## src/rtl/dsp_t1_mult_pkg.sv

```systemverilog
// Shared widths, constants and tag type for the DSP multiplier arbiter.
// Covers the 20x18 multiply mode of the DSP cell.
package dsp_t1_mult_pkg;
   localparam int A_W = 20;
   localparam int B_W = 18;
   localparam int Z_W = 38;
   localparam int ID_MAX_W = 3;
   localparam logic [2:0] FEEDBACK_MULT = 3'b000;

   typedef struct packed {
      logic                valid;
      logic [ID_MAX_W-1:0] id;
   } tag_t;
endpackage

```

## src/rtl/rr_arbiter.sv

```systemverilog
// Round-robin grant logic with a rotating priority pointer.
// The pointer moves past the winner only when advance is high.
module rr_arbiter #(
   parameter int NUM_REQ = 4
) (
   input  logic                       clk,
   input  logic                       rst,
   input  logic [NUM_REQ-1:0]         req,
   input  logic                       advance,
   output logic [NUM_REQ-1:0]         grant,
   output logic [$clog2(NUM_REQ)-1:0] grant_idx,
   output logic                       grant_any
);
   localparam int IDX_W = $clog2(NUM_REQ);

   logic [IDX_W-1:0] ptr;
   logic [IDX_W:0]   k;

   always_comb begin
      grant_any = 1'b0;
      grant_idx = '0;
      grant     = '0;
      k         = '0;
      for (int i = 0; i < NUM_REQ; i++) begin
         k = {1'b0, ptr} + (IDX_W+1)'(i);
         if (k >= (IDX_W+1)'(NUM_REQ))
            k = k - (IDX_W+1)'(NUM_REQ);
         if (!grant_any && req[k[IDX_W-1:0]]) begin
            grant_any = 1'b1;
            grant_idx = k[IDX_W-1:0];
         end
      end
      if (grant_any)
         grant = NUM_REQ'(1) << grant_idx;
   end

   always_ff @(posedge clk or posedge rst) begin
      if (rst)
         ptr <= '0;
      else if (advance)
         ptr <= (grant_idx == IDX_W'(NUM_REQ - 1)) ? '0 : grant_idx + 1'b1;
   end
endmodule

```

## src/rtl/dsp_t1_mult_arbiter.sv

```systemverilog
// Shares one DSP multiplier among NUM_REQ requesters and returns tagged
// products in issue order, one per cycle at full throughput.
import dsp_t1_mult_pkg::*;

module dsp_t1_mult_arbiter #(
   parameter int NUM_REQ = 4,
   parameter int LATENCY = 1
) (
   input  logic                       clock_i,
   input  logic                       reset_i,
   input  logic                       enable_i,
   input  logic [NUM_REQ-1:0]         req_valid_i,
   output logic [NUM_REQ-1:0]         req_ready_o,
   input  logic [NUM_REQ*A_W-1:0]     req_a_i,
   input  logic [NUM_REQ*B_W-1:0]     req_b_i,
   input  logic [NUM_REQ-1:0]         req_unsigned_a_i,
   input  logic [NUM_REQ-1:0]         req_unsigned_b_i,
   output logic [A_W-1:0]             dsp_a_o,
   output logic [B_W-1:0]             dsp_b_o,
   output logic                       dsp_unsigned_a_o,
   output logic                       dsp_unsigned_b_o,
   output logic [2:0]                 dsp_feedback_o,
   input  logic [Z_W-1:0]             dsp_z_i,
   output logic                       rsp_valid_o,
   output logic [$clog2(NUM_REQ)-1:0] rsp_id_o,
   output logic [Z_W-1:0]             rsp_z_o,
   output logic                       busy_o,
   output logic [15:0]                issue_count_o
);
   localparam int IDX_W = $clog2(NUM_REQ);

   logic [NUM_REQ-1:0] req_gated;
   logic [IDX_W-1:0]   win_idx;
   logic               win_any;
   tag_t               tag_in;
   tag_t               tag_q [LATENCY+1];

   // Ready is only ever raised on a valid requester, so a grant is a handshake.
   assign req_gated = req_valid_i & {NUM_REQ{enable_i & ~reset_i}};

   rr_arbiter #(
      .NUM_REQ(NUM_REQ)
   ) u_arb (
      .clk       (clock_i),
      .rst       (reset_i),
      .req       (req_gated),
      .advance   (win_any),
      .grant     (req_ready_o),
      .grant_idx (win_idx),
      .grant_any (win_any)
   );

   always_comb begin
      dsp_a_o          = '0;
      dsp_b_o          = '0;
      dsp_unsigned_a_o = 1'b0;
      dsp_unsigned_b_o = 1'b0;
      if (win_any) begin
         dsp_a_o          = req_a_i[int'(win_idx)*A_W +: A_W];
         dsp_b_o          = req_b_i[int'(win_idx)*B_W +: B_W];
         dsp_unsigned_a_o = req_unsigned_a_i[win_idx];
         dsp_unsigned_b_o = req_unsigned_b_i[win_idx];
      end
   end

   assign dsp_feedback_o = FEEDBACK_MULT;

   assign tag_in.valid = win_any;
   assign tag_in.id    = ID_MAX_W'(win_idx);

   always_ff @(posedge clock_i or posedge reset_i) begin
      if (reset_i) begin
         for (int i = 0; i <= LATENCY; i++)
            tag_q[i] <= '0;
         rsp_z_o       <= '0;
         issue_count_o <= '0;
      end else begin
         tag_q[0] <= tag_in;
         for (int i = 1; i <= LATENCY; i++)
            tag_q[i] <= tag_q[i-1];
         rsp_z_o <= dsp_z_i;
         if (win_any)
            issue_count_o <= issue_count_o + 16'd1;
      end
   end

   assign rsp_valid_o = tag_q[LATENCY].valid;
   assign rsp_id_o    = tag_q[LATENCY].id[IDX_W-1:0];

   always_comb begin
      busy_o = 1'b0;
      for (int i = 0; i <= LATENCY; i++)
         busy_o = busy_o | tag_q[i].valid;
   end
endmodule

```

## config.mk

```make
export PLATFORM = sky130hd
export DESIGN_NAME = dsp_t1_mult_arbiter
export DESIGN_NICKNAME = d
export VERILOG_FILES = /design/src/rtl/dsp_t1_mult_pkg.sv /design/src/rtl/rr_arbiter.sv /design/src/rtl/dsp_t1_mult_arbiter.sv
export SDC_FILE = /design/constraint.sdc
export NUM_CORES = 1
export LEC_CHECK = 0
export ABC_CLOCK_PERIOD_IN_PS = 4200
export CORE_AREA = 8 8 114 116
export DETAILED_ROUTE_END_ITERATION = 8
export DIE_AREA = 0 0 122 124
export PLACE_DENSITY = 0.86
export SLEW_MARGIN = 5
export SYNTH_ARGS = -nofsm -noshare
export SYNTH_HDL_FRONTEND = slang
export SYNTH_SLANG_ARGS = --single-unit
```

## constraint.sdc

```tcl
create_clock -name clock_i -period 4.2 [get_ports clock_i]
set_input_delay 0.84 -clock clock_i [delete_from_list [all_inputs] [get_ports clock_i]]
set_output_delay 0.84 -clock clock_i [all_outputs]
set_load 0.01 [all_outputs]
```

==> results.cfg, run 1 <==
[yosys]
synth_top_family_by_area = multiplexers
synthAdderAreaFrac_pct = 1.799
ys_warn_count = 0
synth_ff_type = dfrtp_1
ys_types = 49
yosysSeqAreaShare_pct = 44.62
async_flop_share_pct = 100.0
synth_area_um2 = 3477
synthSimpleGateAreaFrac_pct = 7.521
synth_edf_count = 0
synth-compound-area-share_pct = 10.94
synth_top_area_cell = dfrtp_1
synth_seq_cells = 62
syn_avg_cell_area_um2 = 11.55
synth-xor-area-share_pct = 3.778
yosysTopAreaCellShare_pct = 44.62
yosys-mux-area-fraction_pct = 23.35
synth_cells = 301
synthTopCellsByArea = dfrtp_1, mux2i_1, o22ai_1

[placement]
pre_cts_slack_ns = -0.04019
place.gp.congestion = 0.8747
io_buffers = 306
place_inst = 744
hpwl_mm = 13.13

[clocking]
clk_pin_slew_ns = 0.05
cts_tree = yes
numCtsBuffers = 9
cts_max_level = 3
cts.path.max_buffers = 2
post_cts_buffers = 0
clock_latency_ns = 0.32
numClockSinks = 62
cts-root-buf = clkbuf_16

[global_route]
grtUsageMet3_pct = 9.066
met1_usage_pct = 20.28
grt_overflow = 0
grt_max_degree = 52
grtUsageTotal_pct = 20.54
met2_usage_pct = 36.66
grt_pass1_vias = 4084
antenna_found_initial = 1
grt.busiest_layer = met2
grt_first_pass_wirelength_mm = 23.71

[worst_hold_path]
min_delay_path_depth = 0
hold_class = reg -> reg

[cells_and_area]
final_core_util_pct = 63.48
area_growth_pct = 104.0
drive_above_1_share_pct = 7.618
nNetsFinal = 822
nFillCells = 822
final_cell_mix = clkdlybuf4s50_1, mux2i_1, dfrtp_1, o22ai_1, dlymetal6s2s_1
layout.cells.most_common = clkdlybuf4s50_1
diodes = 0
fin_cells = 760

[timing]
period_share_pct = 97.20
hold_slack_ns = 0.3489
tightest_slew_ns = 1.024
clock_skew_ns = 0.002380
setup_viol = 0
rsz0062_at_grt = false
slew_viol_final = 0
fmax_mhz = 245.0
fin_crit_ns = 4.082
max-slew-margin-rel_pct = 31.64
hold_viol_final = 0
setup_slack_ns = 0.1175

[floorplanning]
die_y_um = 124
row_count = 39
initial_utilization_pct = 31.12
dieArea_um2 = 15130
dieWidth_um = 122
core_area_um2 = 11170
boundaryPins = 310

[run]
cap_violations = 0

[detailed_routing]
first_pass_iters = 4
vias = 3758
drcViolationCount = 0
ant_nets = 0
vias_per_cell = 4.945
drt_wl_total_mm = 16.29
drt_iter0_drc = 204
wire_per_inst_um = 21.44

[run_status]
outcome = completed

[power_and_ir_drop]
power.leakage_nw = 3.658
ir_drop_v = 0.0003703
power_density_nw_per_um2 = 369.5

[setup_path]
cp_max_fo = 4
cp.arrival_ns = 3.24
reg2reg_depth = 10
crit_required_ns = 3.36
critPathLaunchType = input pin
path_class = in -> out
ff2ff_setup_slack_ns = 1.65
cp-end-kind = primary output
flip-flops by register name (all words and copies together), names as in the netlist:
signal / count
rsp_id_o: 2
rsp_valid_o: 1
tag_q: 3
rsp_z_o: 38
u_arb.ptr: 2
issue_count_o: 16
metal layers:
| metal | routed length (um) | share of wire, % |
|---|---|---|
| met3 | 1824 | 11 |
| met5 | 13 | 0.080 |
| met4 | 580 | 3.6 |
| met1 | 5705 | 35 |
| met2 | 8169 | 50 |
critical path, stage by stage:
cell	delay, ns
clkdlybuf4s50_1	0.45
nand2b_2	0.25
nor3_2	0.23
o21ai_1	0.12
a211o_2	0.40
buf_4	0.15
ha_1	0.16
and2_1	0.14
clkdlybuf4s50_1	0.50
stage by stage:
step / total power, mW / area [um2] / setup TNS (ns)
6_report: 2.621 / 7093 / 0
3_3_place_gp: 1.752 / 6659 / 0
3_5_place_dp: 1.782 / 6659 / -0.3465
4_1_cts: 2.651 / 7003 / 0
5_1_grt: 2.753 / 7093 / 0
2_1_floorplan: 1.301 / 3485 / 0
Yosys cell counts, drive strengths merged (5+ instances only):
library cell  instances
buf                  22
ha                    5
xnor2                11
inv                   8
dfrtp                62
o21ai                 5
nor2                  8
mux2i                80
nand2                 8
o22ai                40
power breakdown:
part           leakage (nW)  switching [mW]  internal (mW)
clock                 0.170           0.246          0.612
sequential            0.762          0.0702          0.656
combinational          2.73           0.431          0.606
worst paths after layout:
path	start	endpoint
min in group asynchronous	reset_i	rsp_valid_o
hold reg to reg	tag_q[4]	rsp_id_o[0]
setup reg to reg	u_arb.ptr[0]	u_arb.ptr[0]
hold / removal	tag_q[4]	rsp_id_o[0]
setup / recovery	reset_i	req_ready_o[2]
max in group asynchronous	reset_i	rsp_z_o[17]
area by class of cell:
class	count	area, um2	area share [%]
clock buffer	13	260.3	3.669
multi-input combinational	207	1673	23.58
tap	143	178.9	2.522
inverter	8	30.03	0.4234
timing repair buffer	324	3309	46.66
sequential	62	1551	21.87
clock inverter	3	90.09	1.270
cell families (layout without fill, tap and decap cells):
family          after synthesis  after routing
compound gates               58             58
xor+xnor                     15             15
fa+ha+maj                     5              5
buf+inv                      34            348
flops                        62             62
mux                          81             81
other cells                   1              3
simple gates                 45             45
timing repair:
action / in CTS / in global routing
gates resized for setup: 13 / 35
setup endpoints to repair: 27 / 33
pin swaps: 0 / 0
hold buffers: 0 / 0
(Power assumes the default switching activity.)
==> run 2, diff against run 1 <==
- SYNTH_HIERARCHICAL: default -> 1
==> results.cfg, run 2 <==
[run_status]
outcome = finished, violations left
violations = negative setup slack

[yosys]
synth_top_area_cell = dfrtp_1
syn_avg_cell_area_um2 = 14.27
ys_warn_count = 6
synth_cells = 243
synth_area_um2 = 3467
synthTopCellsByCount = dfrtp_1, and2_1, mux4_2, xnor2_1, nand2_1
yosysSeqAreaShare_pct = 44.75
ys_types = 36
yosysTopAreaCellShare_pct = 44.75
synth_edf_count = 0
synthTopCellsByArea = dfrtp_1, mux4_2, and2_1
async_flop_share_pct = 100.0
synth_ff_type = dfrtp_1
synth_seq_cells = 62
yosysMostFrequentCell = dfrtp_1

[cells_and_area]
reg_top3 = rsp_z_o x38, issue_count_o x16, tag_q x3
layout.cells.most_common = clkdlybuf4s50_1
nFillCells = 847
largest_reg_flops = 38
drive_above_1_share_pct = 23.24
largest-register = rsp_z_o
final_cell_mix = clkdlybuf4s50_1, dfrtp_1, mux4_2, and2_1
area_growth_pct = 105.4
nNetsFinal = 786

[timing]
tightest_slew_ns = 0.9369
fin_crit_ns = 4.212
period_share_pct = 100.3
hold_slack_ns = 0.3634
setup_slack_ns = -0.01166
fmax_mhz = 237.4
setup_tns_ns = -0.01769
setup_viol = 2
rsz0062_at_grt = true
hold_viol_final = 0
max-slew-margin-rel_pct = 37.45
slew_viol_final = 0
clock_skew_ns = 0.007493

[setup_path]
cp-end-kind = primary output
crit_chain = clkdlybuf4s50_1 > nor2b_4 > and2_4 > nand2_1 > a21oi_2 > nor3_2 > buf_6 > bufbuf_16 > mux4_2 > and2_1 > dlygate4sd2_1
reg2reg_from = u_arb/ptr[1]
ff2ff_setup_slack_ns = 2.28
cp_slowest_cell = mux4_2
critPathLaunchType = input pin
crit_required_ns = 3.36
cp.arrival_ns = 3.37
cp_max_fo = 8
path_class = in -> out
reg2reg_depth = 6
max_stage_delay_ns = 0.49
r2r_end = u_arb/ptr[1]
critPathTopFamily = buffers and inverters
path_buf_inv = 4

[power_and_ir_drop]
power_mw = 2.295
ir_drop_v = 0.0003927
power_density_nw_per_um2 = 322.3
power.leakage_nw = 2.942

[floorplanning]
row_count = 39
boundaryPins = 310
dieWidth_um = 122
initial_utilization_pct = 31.03
die_y_um = 124
dieArea_um2 = 15130
core_area_um2 = 11170

[worst_hold_path]
holdPathEnd = rsp_id_o[1]
hold_class = reg -> reg
min_delay_path_depth = 0
worstHoldStart = tag_q[5]

[detailed_routing]
vias_per_cell = 4.792
drcViolationCount = 0
drt_wl_total_mm = 15.50
vias = 3479
ant_nets = 0
first_pass_iters = 4
wire_per_inst_um = 21.34
drt_iter0_drc = 200

[global_route]
antenna_found_initial = 2
grt_pass1_vias = 3971
grt_overflow = 0
grt_first_pass_wirelength_mm = 22.53
grt_max_degree = 48
grtUsageTotal_pct = 19.64

[placement]
io_buffers = 306
hpwl_mm = 13.27
place.gp.congestion = 0.8768

[clocking]
cts.path.max_buffers = 2
cts-root-buf = clkbuf_16
clock_latency_ns = 0.32
numCtsBuffers = 9
numClockSinks = 62
cts_tree = yes
cts_max_level = 3
clk_pin_slew_ns = 0.05

[run]
cap_violations = 0
[run 2: cell count changes in the layout (fill, tap and decap cells not counted), sizes merged, moves of 3 or more]
cell          previous run  this run
mux4                     0        40
buf                     18        35
o21ai                    5         0
nor2                     8         4
o22ai                   40         1
clkbuf                  13        36
a21oi                    3         6
mux2i                   80         0
and2                     4        44
dlymetal6s2s            33         0
nor2b                    1         4
[run 2: cells by family (layout without fill, tap and decap cells)]
| kind of cell | count (synthesis) | after routing | share of synthesized area [%] |
|---|---|---|---|
| AND/OR/NAND/NOR | 82 | 82 | 15.01 |
| other | 1 | 5 | 0.1082 |
| AO/OA/AOI/OAI | 11 | 11 | 2.093 |
| buffers and inverters | 25 | 361 | 5.810 |
| adder cells (fa/ha/maj) | 5 | 5 | 1.804 |
| XOR/XNOR | 15 | 15 | 3.789 |
| flip-flops | 62 | 62 | 44.75 |
| multiplexers | 42 | 42 | 26.63 |
[run 2: repair_timing]
action                                  in CTS  in global routing
buffers inserted                             3                  6
gates cloned                                 2                  1
endpoints found under the setup margin      40                 32
pin swaps                                    2                  2
hold buffers                                 0                  0
gates resized for setup                     62                 51
[run 2: worst max path at each step]
stage | end | slack (ns) | depth (start not counted) | from
finish | dsp_b_o[3] | -0.01 | 11 | enable_i
floorplan | dsp_a_o[0] | 0.60 | 8 | enable_i
CTS | dsp_a_o[3] | -0.006 | 11 | enable_i
global route | dsp_b_o[3] | -0.11 | 10 | enable_i
global placement | dsp_b_o[10] | -0.18 | 11 | reset_i
detailed placement | dsp_a_o[15] | -0.24 | 11 | reset_i
[run 2: power breakdown]
part	internal (mW)	total (mW)	switching (mW)	leakage (nW)
Sequential	0.661	0.730	0.0689	0.751
Combinational	0.497	0.776	0.279	2.04
Clock	0.538	0.789	0.252	0.155
Total	1.70	2.30	0.600	2.94
[run 2: through the flow]
step / area, um2 / util (%) / instances / worst slack [ns]
after CTS: 7136 / 63.86 / 717 / -0.006151
after floorplan: 3475 / - / 245 / 0.6039
after global routing: 7119 / 63.71 / 725 / -0.1102
after detailed placement: 6754 / 60.44 / 696 / -0.2441
final: 7122 / 63.73 / 726 / -0.01166
after global placement: 6754 / 60.44 / 696 / -0.1804
[run 2: cell type report]
class	count	area (um2)	share of cell area [%]
Antenna cell	2	5.005	0.07027
Clock buffer	10	239.0	3.356
Clock inverter	6	92.59	1.300
Inverter	5	18.77	0.2635
Multi-Input combinational cell	158	1752	24.60
Sequential cell	62	1551	21.78
Tap cell	143	178.9	2.512
Timing Repair Buffer	340	3284	46.12
[run 2: worst register-to-register path: stages (launching register included)]
cell and delay [ns]:
dfrtp_1 0.49, a21oi_1 0.12, o21a_1 0.21, o22a_2 0.28
buf_4 0.18, ha_1 0.26, mux2_2 0.26
[run 2: per-layer routing]
metal	wire (um)	part of all wire, %	global-route usage (%)
met5	13	0.084	0
met4	313	2.0	6.476
met3	1444	9.3	7.298
met2	8785	57	37.55
met1	4938	32	19.03
==> patch: new RTL, settings of run 2 <==
Reset style: synchronous (`reset_i` and `rst`), changed in 2 clocked blocks.
--- a/src/rtl/rr_arbiter.sv
+++ b/src/rtl/rr_arbiter.sv
@@ -36,3 +36,3 @@
 
-   always_ff @(posedge clk or posedge rst) begin
+   always_ff @(posedge clk) begin
       if (rst)
--- a/src/rtl/dsp_t1_mult_arbiter.sv
+++ b/src/rtl/dsp_t1_mult_arbiter.sv
@@ -70,3 +70,3 @@
 
-   always_ff @(posedge clock_i or posedge reset_i) begin
+   always_ff @(posedge clock_i) begin
       if (reset_i) begin
Formal check against the unedited RTL: differs if reset_i is asserted again (counterexample within 4 cycles, from zero or initial values and one cycle with reset_i high); with reset_i held inactive, the same outputs for 10 cycles.
==> patch against run 2 <==
Combinational power shrank 23%. Final area shrank 0.60%. Global-route usage grew 0.11 points. Synthesized area shrank 0.65%. Critical path depth is the same. Total power shrank 18%. Sequential share of layout area shrank 4.3 points. Sequential power shrank 14%. Routed wire length grew 0.67%. Sequential cell count is the same. Clock power shrank 16%. Setup slack gained 0.11 ns. Die area is the same. Cell count grew 5.6%. Critical path type unchanged. Highest routed layer is now met4.
==> patch: results (changes against run 2) <==
[run_status] result of the run finished clean
[cells_and_area] number of inserted diodes 0 [-2]
[cells_and_area] area taken by flip-flops and latches 0.00124 mm² [-20%]
[grt] met2 global-route usage 36.2% [-1.3 points]
[grt] antenna violations before repair 0 [-2]
[critical_path] longest individual stage delay on the worst path 0.51 ns [+0.02 ns]
[grt] grt met1 use 19.7% [+0.69 points]
[drt] wire length on met1 5.27 mm [+6.7%]
[placement] global placement routability congestion 0.953 [+8.7%]
[grt] pin count of the biggest net entering global routing 67 [+40%]
[power] switching power as a share of total power 23.2% [-2.9 points]
[placement] placement-stage worst setup slack -0.220 ns [+0.0240 ns]
[drt] total wire length 15.6 mm [+0.67%]
[drt] drt initial violations 98 [-51%]
[synthesis] post-synthesis instance total 313 [+29%]
[placement] final HPWL from detailed placement 12.8 mm [-3.2%]
[synthesis] post-synthesis share of cell area spent on xor and xnor gates 2.54% [-1.2 points]
[worst_hold_path] worst hold stages 1 [+1]
[synthesis] synth top area cells dfxtp_1 36%, mux4_2 26%, nor2b_1 9.4%
[placement] # placed instances 749 [+7.6%]
[clock_network] post-cts sizing count 59 [-4.8%]
[sta] worst clock skew on the final layout 0.00469 ns [-0.00281 ns]
[synthesis] async set or reset register ratio after synthesis 0% [-100 points]
[cells_and_area] Top Registers rsp_z_o (38), issue_count_o (16), tag_q (6)
[drt] metal2 WL 8.49 mm [-3.4%]
[drt] Routed met3 length 1.43 mm [-0.69%]
[synthesis] sequential cell area fraction in the yosys report 36.0% [-8.7 points]
[synthesis] number of distinct standard cells referenced by the synthesized netlist 37 [+2.8%]
[synthesis] share of the synthesized area in compound gates (AO/OA/AOI/OAI) 1.96% [-0.13 points]
[drt] average detailed-routed wire length per instance 20.3 µm [-4.7%]
[drt] highest routed metal layer met4
[power] static leakage 2.77 nW [-5.8%]
[cells_and_area] Post-layout nets 831 [+5.7%]
[sta] worst max-slew margin expressed relative to the limit 56.3% [+19 points]
[cells_and_area] filler cell count in the final layout 884 [+4.4%]
[grt] met3 global-route usage 7.52% [+0.23 points]
[power] power in the clock group 0.000664 W [-16%]
[power] Design Power 0.00189 W [-18%]
[power] sequential logic power 0.000629 W [-14%]
[power] Max VDD drop 269 µV [-32%]
[critical_path] number of cells on the worst reg-to-reg path 8 [+2]
[cells_and_area] share of post-route cells with drive strength above 1 13.3% [-9.9 points]
-- patch: changes by cell type in the layout (fill, tap and decap cells not counted), sizes merged, moves of 12 or more --
cell	delta
clkdlybuf4s15	+12
clkbuf	-22
dfxtp	+62
buf	-19
nor2	+15
nor2b	+48
dlygate4sd2	+17
dfrtp	-62
-- patch: cell type report --
class	count	area share, %
Clock buffer	13	3.82
Clock inverter	1	0.0707
Inverter	5	0.265
Multi-Input combinational cell	221	29.5
Sequential cell	62	17.5
Tap cell	143	2.53
Timing Repair Buffer	322	46.3
-- patch: worst paths after layout --
| path | startpoint | endpoint | slack, ns |
|---|---|---|---|
| max reg2reg | u_arb/ptr[1]$_SDFFE_PP0P_ | u_arb/ptr[1]$_SDFFE_PP0P_ | 2.46 |
| max | enable_i | dsp_a_o[12] | 0.1 |
| min reg2reg | tag_q[0][1]$_SDFF_PP0_ | tag_q[0][5]$_SDFF_PP0_ | 0.44 |
| min | tag_q[0][1]$_SDFF_PP0_ | tag_q[0][5]$_SDFF_PP0_ | 0.44 |
